[src/rtl/spi_master_tx.sv]
// -----------------------------------------------------------------------------
// spi_master_tx
//
// SPI master (mode 0: CPOL=0, CPHA=0) that transmits one DATA_WIDTH-bit word
// MSB first per accepted request. It can optionally receive a word on MISO
// during the same frame.
//
// Optional feature macro: SPI_MASTER_RX_EN
//   defined   - MISO is shifted in MSB first on every SCLK rising transition.
//               rx_valid_out pulses together with done_out.
//   undefined - miso_in is ignored, and rx_data_out / rx_valid_out are tied to 0.
//
// Parameters
//   DATA_WIDTH  bits per SPI word (2..32)
//   CLK_DIV     SCLK half-period in clk_in cycles (1..255)
//
// Ports
//   clk_in        system clock, rising edge
//   rst_n_in      synchronous active-low reset
//   data_in       word to transmit, captured on accept
//   valid_in      data_in is valid; accepted when ready_out=1
//   ready_out     block is idle and can accept a word
//   sclk_out      SPI clock
//   mosi_out      serial data out
//   cs_n_out      chip select, active-low
//   done_out      one-cycle pulse on the first idle cycle after a frame
//   miso_in       serial data in
//   rx_data_out   last received word
//   rx_valid_out  one-cycle pulse, rx_data_out updated
//
// Frame timing, where cycle 1 is the cycle after accept:
//   LEAD  CLK_DIV cycles, sclk low
//   SHIFT DATA_WIDTH x (CLK_DIV high + CLK_DIV low)
//   TRAIL CLK_DIV cycles, sclk low
//   The first IDLE cycle that follows carries done_out.
//
// state | meaning
// ------+------------------------------------------------------------
// IDLE  | cs_n high, ready for a word, done pulse on entry
// LEAD  | cs_n low, MSB on mosi, waiting before the first SCLK rise
// SHIFT | toggling SCLK, one bit per period
// TRAIL | cs_n still low, hold time after the last SCLK period
// -----------------------------------------------------------------------------
module spi_master_tx #(
    parameter int DATA_WIDTH = 8,
    parameter int CLK_DIV    = 4
) (
    input  logic                  clk_in,
    input  logic                  rst_n_in,
    input  logic [DATA_WIDTH-1:0] data_in,
    input  logic                  valid_in,
    output logic                  ready_out,
    output logic                  sclk_out,
    output logic                  mosi_out,
    output logic                  cs_n_out,
    output logic                  done_out,
    input  logic                  miso_in,
    output logic [DATA_WIDTH-1:0] rx_data_out,
    output logic                  rx_valid_out
);

    localparam int BIT_W = (DATA_WIDTH > 2) ? $clog2(DATA_WIDTH) : 1;
    localparam logic [7:0]       DIV_LOAD = 8'(CLK_DIV - 1);
    localparam logic [BIT_W-1:0] BIT_LAST = BIT_W'(DATA_WIDTH - 1);

    typedef enum logic [1:0] {
        IDLE  = 2'd0,
        LEAD  = 2'd1,
        SHIFT = 2'd2,
        TRAIL = 2'd3
    } state_t;

    state_t                state;
    logic [7:0]            div_cnt;
    logic [BIT_W-1:0]      bit_cnt;
    logic [DATA_WIDTH-1:0] tx_sh;

    logic tc;
    logic last_bit;

    // Half-period timer: a down-counter reloaded with CLK_DIV-1 on every phase change.
    assign tc       = (div_cnt == 8'd0);
    assign last_bit = (bit_cnt == BIT_LAST);

    always_ff @(posedge clk_in) begin
        if (!rst_n_in) begin
            state     <= IDLE;
            div_cnt   <= 8'd0;
            bit_cnt   <= '0;
            tx_sh     <= '0;
            ready_out <= 1'b1;
            sclk_out  <= 1'b0;
            mosi_out  <= 1'b0;
            cs_n_out  <= 1'b1;
            done_out  <= 1'b0;
        end else begin
            done_out <= 1'b0;
            case (state)
                IDLE: begin
                    if (valid_in) begin
                        state     <= LEAD;
                        div_cnt   <= DIV_LOAD;
                        bit_cnt   <= '0;
                        // Keep the bits that follow the MSB, so that each falling edge takes the top bit.
                        tx_sh     <= {data_in[DATA_WIDTH-2:0], 1'b0};
                        mosi_out  <= data_in[DATA_WIDTH-1];
                        cs_n_out  <= 1'b0;
                        ready_out <= 1'b0;
                    end
                end
                LEAD: begin
                    if (tc) begin
                        state    <= SHIFT;
                        sclk_out <= 1'b1;
                        div_cnt  <= DIV_LOAD;
                    end else begin
                        div_cnt <= div_cnt - 8'd1;
                    end
                end
                SHIFT: begin
                    if (!tc) begin
                        div_cnt <= div_cnt - 8'd1;
                    end else if (sclk_out) begin
                        // Falling transition. The LSB is held through the last low phase and TRAIL.
                        sclk_out <= 1'b0;
                        div_cnt  <= DIV_LOAD;
                        if (!last_bit) begin
                            mosi_out <= tx_sh[DATA_WIDTH-1];
                            tx_sh    <= {tx_sh[DATA_WIDTH-2:0], 1'b0};
                        end
                    end else if (last_bit) begin
                        state   <= TRAIL;
                        div_cnt <= DIV_LOAD;
                    end else begin
                        bit_cnt  <= bit_cnt + 1'b1;
                        sclk_out <= 1'b1;
                        div_cnt  <= DIV_LOAD;
                    end
                end
                TRAIL: begin
                    if (tc) begin
                        state     <= IDLE;
                        cs_n_out  <= 1'b1;
                        mosi_out  <= 1'b0;
                        done_out  <= 1'b1;
                        ready_out <= 1'b1;
                    end else begin
                        div_cnt <= div_cnt - 8'd1;
                    end
                end
                default: begin
                    state <= IDLE;
                end
            endcase
        end
    end

`ifdef SPI_MASTER_RX_EN
    logic                  rise_evt;
    logic                  end_evt;
    logic [DATA_WIDTH-1:0] rx_sh;

    // Same edges on which the FSM drives sclk_out from 0 to 1.
    assign rise_evt = tc && ((state == LEAD) || ((state == SHIFT) && !sclk_out && !last_bit));
    assign end_evt  = tc && (state == TRAIL);

    always_ff @(posedge clk_in) begin
        if (!rst_n_in) begin
            rx_sh        <= '0;
            rx_data_out  <= '0;
            rx_valid_out <= 1'b0;
        end else begin
            rx_valid_out <= 1'b0;
            if (rise_evt) begin
                rx_sh <= {rx_sh[DATA_WIDTH-2:0], miso_in};
            end
            // Publish only on a completed frame; an aborted partial word never reaches the port.
            if (end_evt) begin
                rx_data_out  <= rx_sh;
                rx_valid_out <= 1'b1;
            end
        end
    end
`else
    logic unused_miso;
    assign unused_miso  = miso_in;
    assign rx_data_out  = '0;
    assign rx_valid_out = 1'b0;
`endif

endmodule

[config.mk]
export PLATFORM = sky130hd
export DESIGN_NAME = spi_master_tx
export DESIGN_NICKNAME = d
export VERILOG_FILES = /design/src/rtl/spi_master_tx.sv
export SDC_FILE = /design/constraint.sdc
export NUM_CORES = 1
export LEC_CHECK = 0
export ABC_AREA = 1
export CORE_MARGIN = 10
export CORE_UTILIZATION = 35
export CTS_CLUSTER_DIAMETER = 60
export DETAILED_ROUTE_END_ITERATION = 8
export RECOVER_POWER = 25
export SLEW_MARGIN = 10
export SYNTH_ARGS = -nofsm -noshare
export SYNTH_HDL_FRONTEND = slang
export SYNTH_SLANG_ARGS = --single-unit
export TNS_END_PERCENT = 30
[constraint.sdc]
create_clock -name clk_in -period 1.9 [get_ports clk_in]
set_clock_uncertainty 0.1 [all_clocks]
set_input_delay 0.38 -clock clk_in [delete_from_list [all_inputs] [get_ports clk_in]]
set_output_delay 0.38 -clock clk_in [all_outputs]
set_load 0.005 [all_outputs]
---- After elaboration in Yosys (flattened, before gate mapping) ----
Cells that the tools add are included.
storage, ports and cells
  register bits after elaboration ......... 25
  input bits .............................. 12
  output and inout bits ................... 14
  logic and storage cells ................. 73
operators by class
  add/sub/neg operators ................... 2
  eq/ne operators ......................... 13
  multiplexer cells ....................... 35
  reduce and logical (&&, ||, !) cells .... 15
operators by type and width
  operator                                                             number
  8-bit two-way mux                                                    7
  8-bit case mux with 3 select lines                                   1
  2-bit inequality test (second input constant)                        9
  8-bit case mux with 2 select lines                                   1
  2-bit two-way mux                                                    6
  3-bit two-way mux                                                    4
  6-bit AND reduction                                                  2
  1-bit two-way mux                                                    11
  5-bit AND reduction                                                  2
  8-bit zero test                                                      1
  2-bit case mux with 4 select lines                                   1
  8-bit by 1-bit subtractor with 8-bit output (second input constant)  1
  3-bit case mux with 2 select lines                                   1
  3-bit AND reduction                                                  2
  2-bit nonzero test                                                   3
  2-bit == test (second input constant)                                2
  1-bit case mux with 2 select lines                                   2
  2-bit AND reduction                                                  2
  3-bit by 1-bit adder with 3-bit output (second input constant)       1
  3-bit == test (second input constant)                                1
  1-bit case mux with 3 select lines                                   1
  3-bit nonzero test                                                   1
  2-bit by 1-bit == test with 1-bit output (second input constant)     1
  2-bit zero test                                                      1
  2-bit OR reduction                                                   1

---- Logic depth before layout (Yosys ltp) ----
Gate-level depths: netlist (run 1).
  word-level depth ........................ 5
  mapped depth ............................ 10
  depth with buffers taken out ............ 10

---- Worst setup path after synthesis (run 1) ----
No wires, ideal clock.
  path type ............................... register -> register
  from .................................... reg state[0]
  to ...................................... reg tx_sh[1]
  setup time .............................. 123 ps
  arrival ................................. 1485 ps
  required time ........................... 1677 ps
  setup slack ............................. 193 ps
  cell stages (with the launch flop) ...... 11
  buffers on the path ..................... 0
  clock period less this slack ............ 1707 ps
  path through ............................ dfxtp_1 inv_1 ha_1 inv_1 nor2_4 inv_1 o21ai_2 nor2_2 nand2_2 nand2_1 a21oi_1
between the ends
  cells in the longest elaborated chain, start to end .. 3
  elaborated cells between the ends (all ways) .. 9
  those cells by class .................... 5 x eq/ne; 1 x mux; 3 x reduce/logical
RTL lines
  element                                                                              RTL line  source
  start, declared                                                                      73        state_t state;
  start signal, assigned                                                               87        state <= IDLE;
  start signal, assigned                                                               101       state <= LEAD;
  start signal, assigned                                                               113       state <= SHIFT;
  2-bit == test / 2-bit zero test (equally long branches)                              98        case (state)
  2-bit inequality test (no source line) / 2-bit nonzero test (equally long branches)  -
  5-bit AND reduction (no source line)                                                 -
  end signal, assigned                                                                 105       tx_sh <= {data_in[DATA_WIDTH-2:0], 1'b0};
  end signal, assigned                                                                 129       tx_sh <= {tx_sh[DATA_WIDTH-2:0], 1'b0};
  end, declared                                                                        76        logic [DATA_WIDTH-1:0] tx_sh;
Several ways; a longest one is shown, not always the timed one.
A chain may end at the register's enable or synchronous reset.

---- Worst setup path in the final report (run 1) ----
  from .................................... reg state[1]
  to ...................................... reg tx_sh[2]
The elaborated chain is that of the path after synthesis.

==> impl_metrics.ini, run 1 <==
[setup_path]
path_max_fanout = 6
r2r-start = state[1]$_SDFFE_PN0P_
crit_path_start_kind = flop
crit_family = buffers and inverters
rr_endpoint = tx_sh[2]$_SDFFE_PN0P_
end_kind = flop
r2r_setup_slack_ns = 0.18
worstPathRequired_ns = 1.99
cp.arrival_ns = 1.82
cpPeakStageDelay_ns = 0.36
path_cells = inv_1, ha_1, inv_1, nor2_4, inv_2, o21ai_2, nor2_2, buf_4, nand3_1, a21oi_1
path_class = flop to flop
r2r_cells = 10
path_buf_inv = 4
cpMostUsedCell = inv_1
cpMaxStageDelayCell = dfxtp_2

[yosys]
yosys-top-cells-area = dfxtp_1 (32%), nand2_1 (14%), nor2_1 (8.6%)
synth_area_per_cell_um2 = 6.85
synth_top_area_share_pct = 32.3
synth_fa_ha_area_share_pct = 7.58
synth_cell_type_count = 27
synth_simple_gate_area_share_pct = 37.1
synth_largest_area_cell = dfxtp_1
synth-seq-cells = 24
muxShareOfSynthArea_pct = 0
synth_compound_area_share_pct = 11.9
syn-instance-count = 217
synth_warnings = 0
synth.yosys.seq_area_share_pct = 32.3
synth_area_um2 = 1490
synth-xor-area-share_pct = 0
synth_top_family_by_area = simple AND/OR/NAND/NOR gates

[clock_tree]
clock_sinks = 24
cts_root_buffer = clkbuf_8
cts_tree = done
cts_buffers = 3
cts-htree-levels = 1
path_clk_slew_ns = 0.08
worstSkewPairLatency_ns = 0.26
clk_path_buf_depth = 2

[grt]
grt_busiest_layer = met2
antenna_found_initial = 0
grt_overflow = 0
grt_start_max_net_pins = 13
track_usage_pct = 9.04
grt_pass1_wl_mm = 5.60
grt_use_met3_pct = 3.54
use_met2_pct = 15.5
use_met1_pct = 10.1
grt_pass1_vias = 1292

[run]
drv_cap = 0

[placement]
place_area_um2 = 1690
dp_cells = 284
gp_congestion = 0.781
port_buffers = 15
dpl_worst_slack_ns = -0.0154
dpl.hpwl_mm = 2.42

[die]
die_area_um2 = 7250
die_w_um = 85.2
core-area_um2 = 4060
initial_core_util_pct = 36.6
die_y_um = 85.2
io_pins = 26
fp-row-count = 23

[power_and_ir_drop]
power.leakage_nw = 0.793
p_comb_share_pct = 59.1
power_density_nw_per_um2 = 1550
ir_worst_vdd_uv = 695
p_seq_share_pct = 29.9
internal_power_mw = 1.45
p_switching_mw = 1.23
total_power_mw = 2.69
power_frac_clock_pct = 11.0
swShare_pct = 45.9

[finish]
layout_commonest_cell = nand2_1
diodes = 0
regArea_um2 = 482
fillerInstances = 426
mostFrequentLayoutCells = nand2_1 (54), nor2_1 (34), dfxtp_1 (23)
multiInputGateArea_um2 = 877
final_area_um2 = 1740
drive_above_1_share_pct = 12.7
synthToLayoutAreaGrowth_pct = 16.8
fin_cells = 287
fin_nets = 260
finish.utilization_pct = 42.8

[status]
status = finished, final reports clean

[route]
detail_route.wl_per_cell_um = 10.8
vias_per_cell = 4.51
drc = 0
dr.pass1.iters = 4
vias = 1295
ant_nets = 0
drt_iter0_markers = 65
wirelength_mm = 3.10

[sta]
max_freq_ghz = 0.580
finalHoldViolations = 0
rsz0062_at_grt = false
whs_ns = 0.365
setup_slack_ns = 0.176
period_needed_ns = 1.72
slew_viol_final = 0
period_share_pct = 90.8
setup-tns-final_ns = 0
finalSetupViolCount = 0

[min_path]
min_to = tx_sh[4]$_SDFFE_PN0P_
whs_path_depth = 2
min_from = tx_sh[4]$_SDFFE_PN0P_
hp-class = flop to flop
==> cell families (layout without fill, tap and decap cells) <==
group / count (synthesis) / in the layout
AO/OA/AOI/OAI: 30 / 30
buffers and inverters: 32 / 44
adder cells (fa/ha/maj): 9 / 9
flip-flops: 24 / 24
other: 1 / 9
AND/OR/NAND/NOR: 121 / 121
==> worst reg2reg max path: stages, from the launching register on <==
cell and delay (ns):
dfxtp_2 0.36, inv_1 0.09, ha_1 0.24, inv_1 0.12, nor2_4 0.06, inv_2 0.08, o21ai_2 0.09, nor2_2 0.13
buf_4 0.16, nand3_1 0.07, a21oi_1 0.15
==> metal layers <==
metal	wire [um]	share of wire [%]	vias to the layer above
met2	1420	46	25
li1	-	-	714
met1	1460	47	554
met5	0	0	-
met3	211	6.8	2
met4	15	0.48	0
==> synthesized netlist by cell type <==
cell type / n
a21oi_1: 13
a21oi_4: 1
a22oi_1: 1
buf_4: 11
clkbuf_1: 2
clkinv_1: 1
conb_1: 1
dfxtp_1: 24
ha_1: 9
inv_1: 18
nand2_1: 54
nand2_2: 6
nand2_4: 1
nand3_1: 12
nand3b_1: 1
nand4_1: 2
nor2_1: 34
nor2_2: 3
nor2_4: 1
nor2_8: 1
nor3_1: 4
nor3_4: 1
o21ai_0: 9
o21ai_1: 2
o21ai_2: 2
o21bai_1: 2
or2_2: 1
==> power groups by stage <==
| stage | logic (mW) | clock network [mW] | registers (mW) |
|---|---|---|---|
| floorplan | 1.24 | 0 | 0.799 |
| global placement | 1.60 | 0 | 0.814 |
| detailed placement | 1.61 | 0 | 0.817 |
| CTS | 1.62 | 0.320 | 0.805 |
| global route | 1.86 | 0.335 | 0.830 |
| finish | 1.59 | 0.296 | 0.803 |
==> layout make-up <==
class | count | area share [%]
Sequential cell | 24 | 27.7
Timing Repair Buffer | 22 | 11.7
Inverter | 19 | 4.11
Clock buffer | 3 | 2.38
Tap cell | 50 | 3.60
Multi-Input combinational cell | 169 | 50.5
==> sequential cells by signal, summed over array words and instances, names as in the netlist <==
signal and count:
div_cnt 8, bit_cnt 3, tx_sh 7, mosi_out 1
done_out 1, sclk_out 1, state 2, cs_n_out 1
==> worst max-delay path by stage <==
stage | cells past startpoint | slack [ns] | from | end
2_1_floorplan | 10 | 0.19 | state[0]$_SDFFE_PN0P_ | tx_sh[1]$_SDFFE_PN0P_
3_3_place_gp | 8 | 0.002 | valid_in | bit_cnt[0]$_SDFFE_PN0P_
3_5_place_dp | 8 | -0.02 | valid_in | tx_sh[2]$_SDFFE_PN0P_
4_1_cts | 10 | 0.05 | state[1]$_SDFFE_PN0P_ | tx_sh[2]$_SDFFE_PN0P_
5_1_grt | 10 | 0.002 | state[1]$_SDFFE_PN0P_ | tx_sh[2]$_SDFFE_PN0P_
6_report | 10 | 0.18 | state[1]$_SDFFE_PN0P_ | tx_sh[2]$_SDFFE_PN0P_
==> repair_timing <==
action | in CTS | in global routing
setup buffers | 0 | 0
hold buffers | 0 | 0
setup endpoints to repair | 0 | 13
resized for setup | 0 | 3
Note: power is estimated with default switching activity, not from simulation.
==> inputs of run 2 (changes only) <==
CTS_BUF_LIST = sky130_fd_sc_hd__clkbuf_8   (was not set)
==> results of run 2 <==
The final DEF is identical to that of run 1; final timing and power are the same.
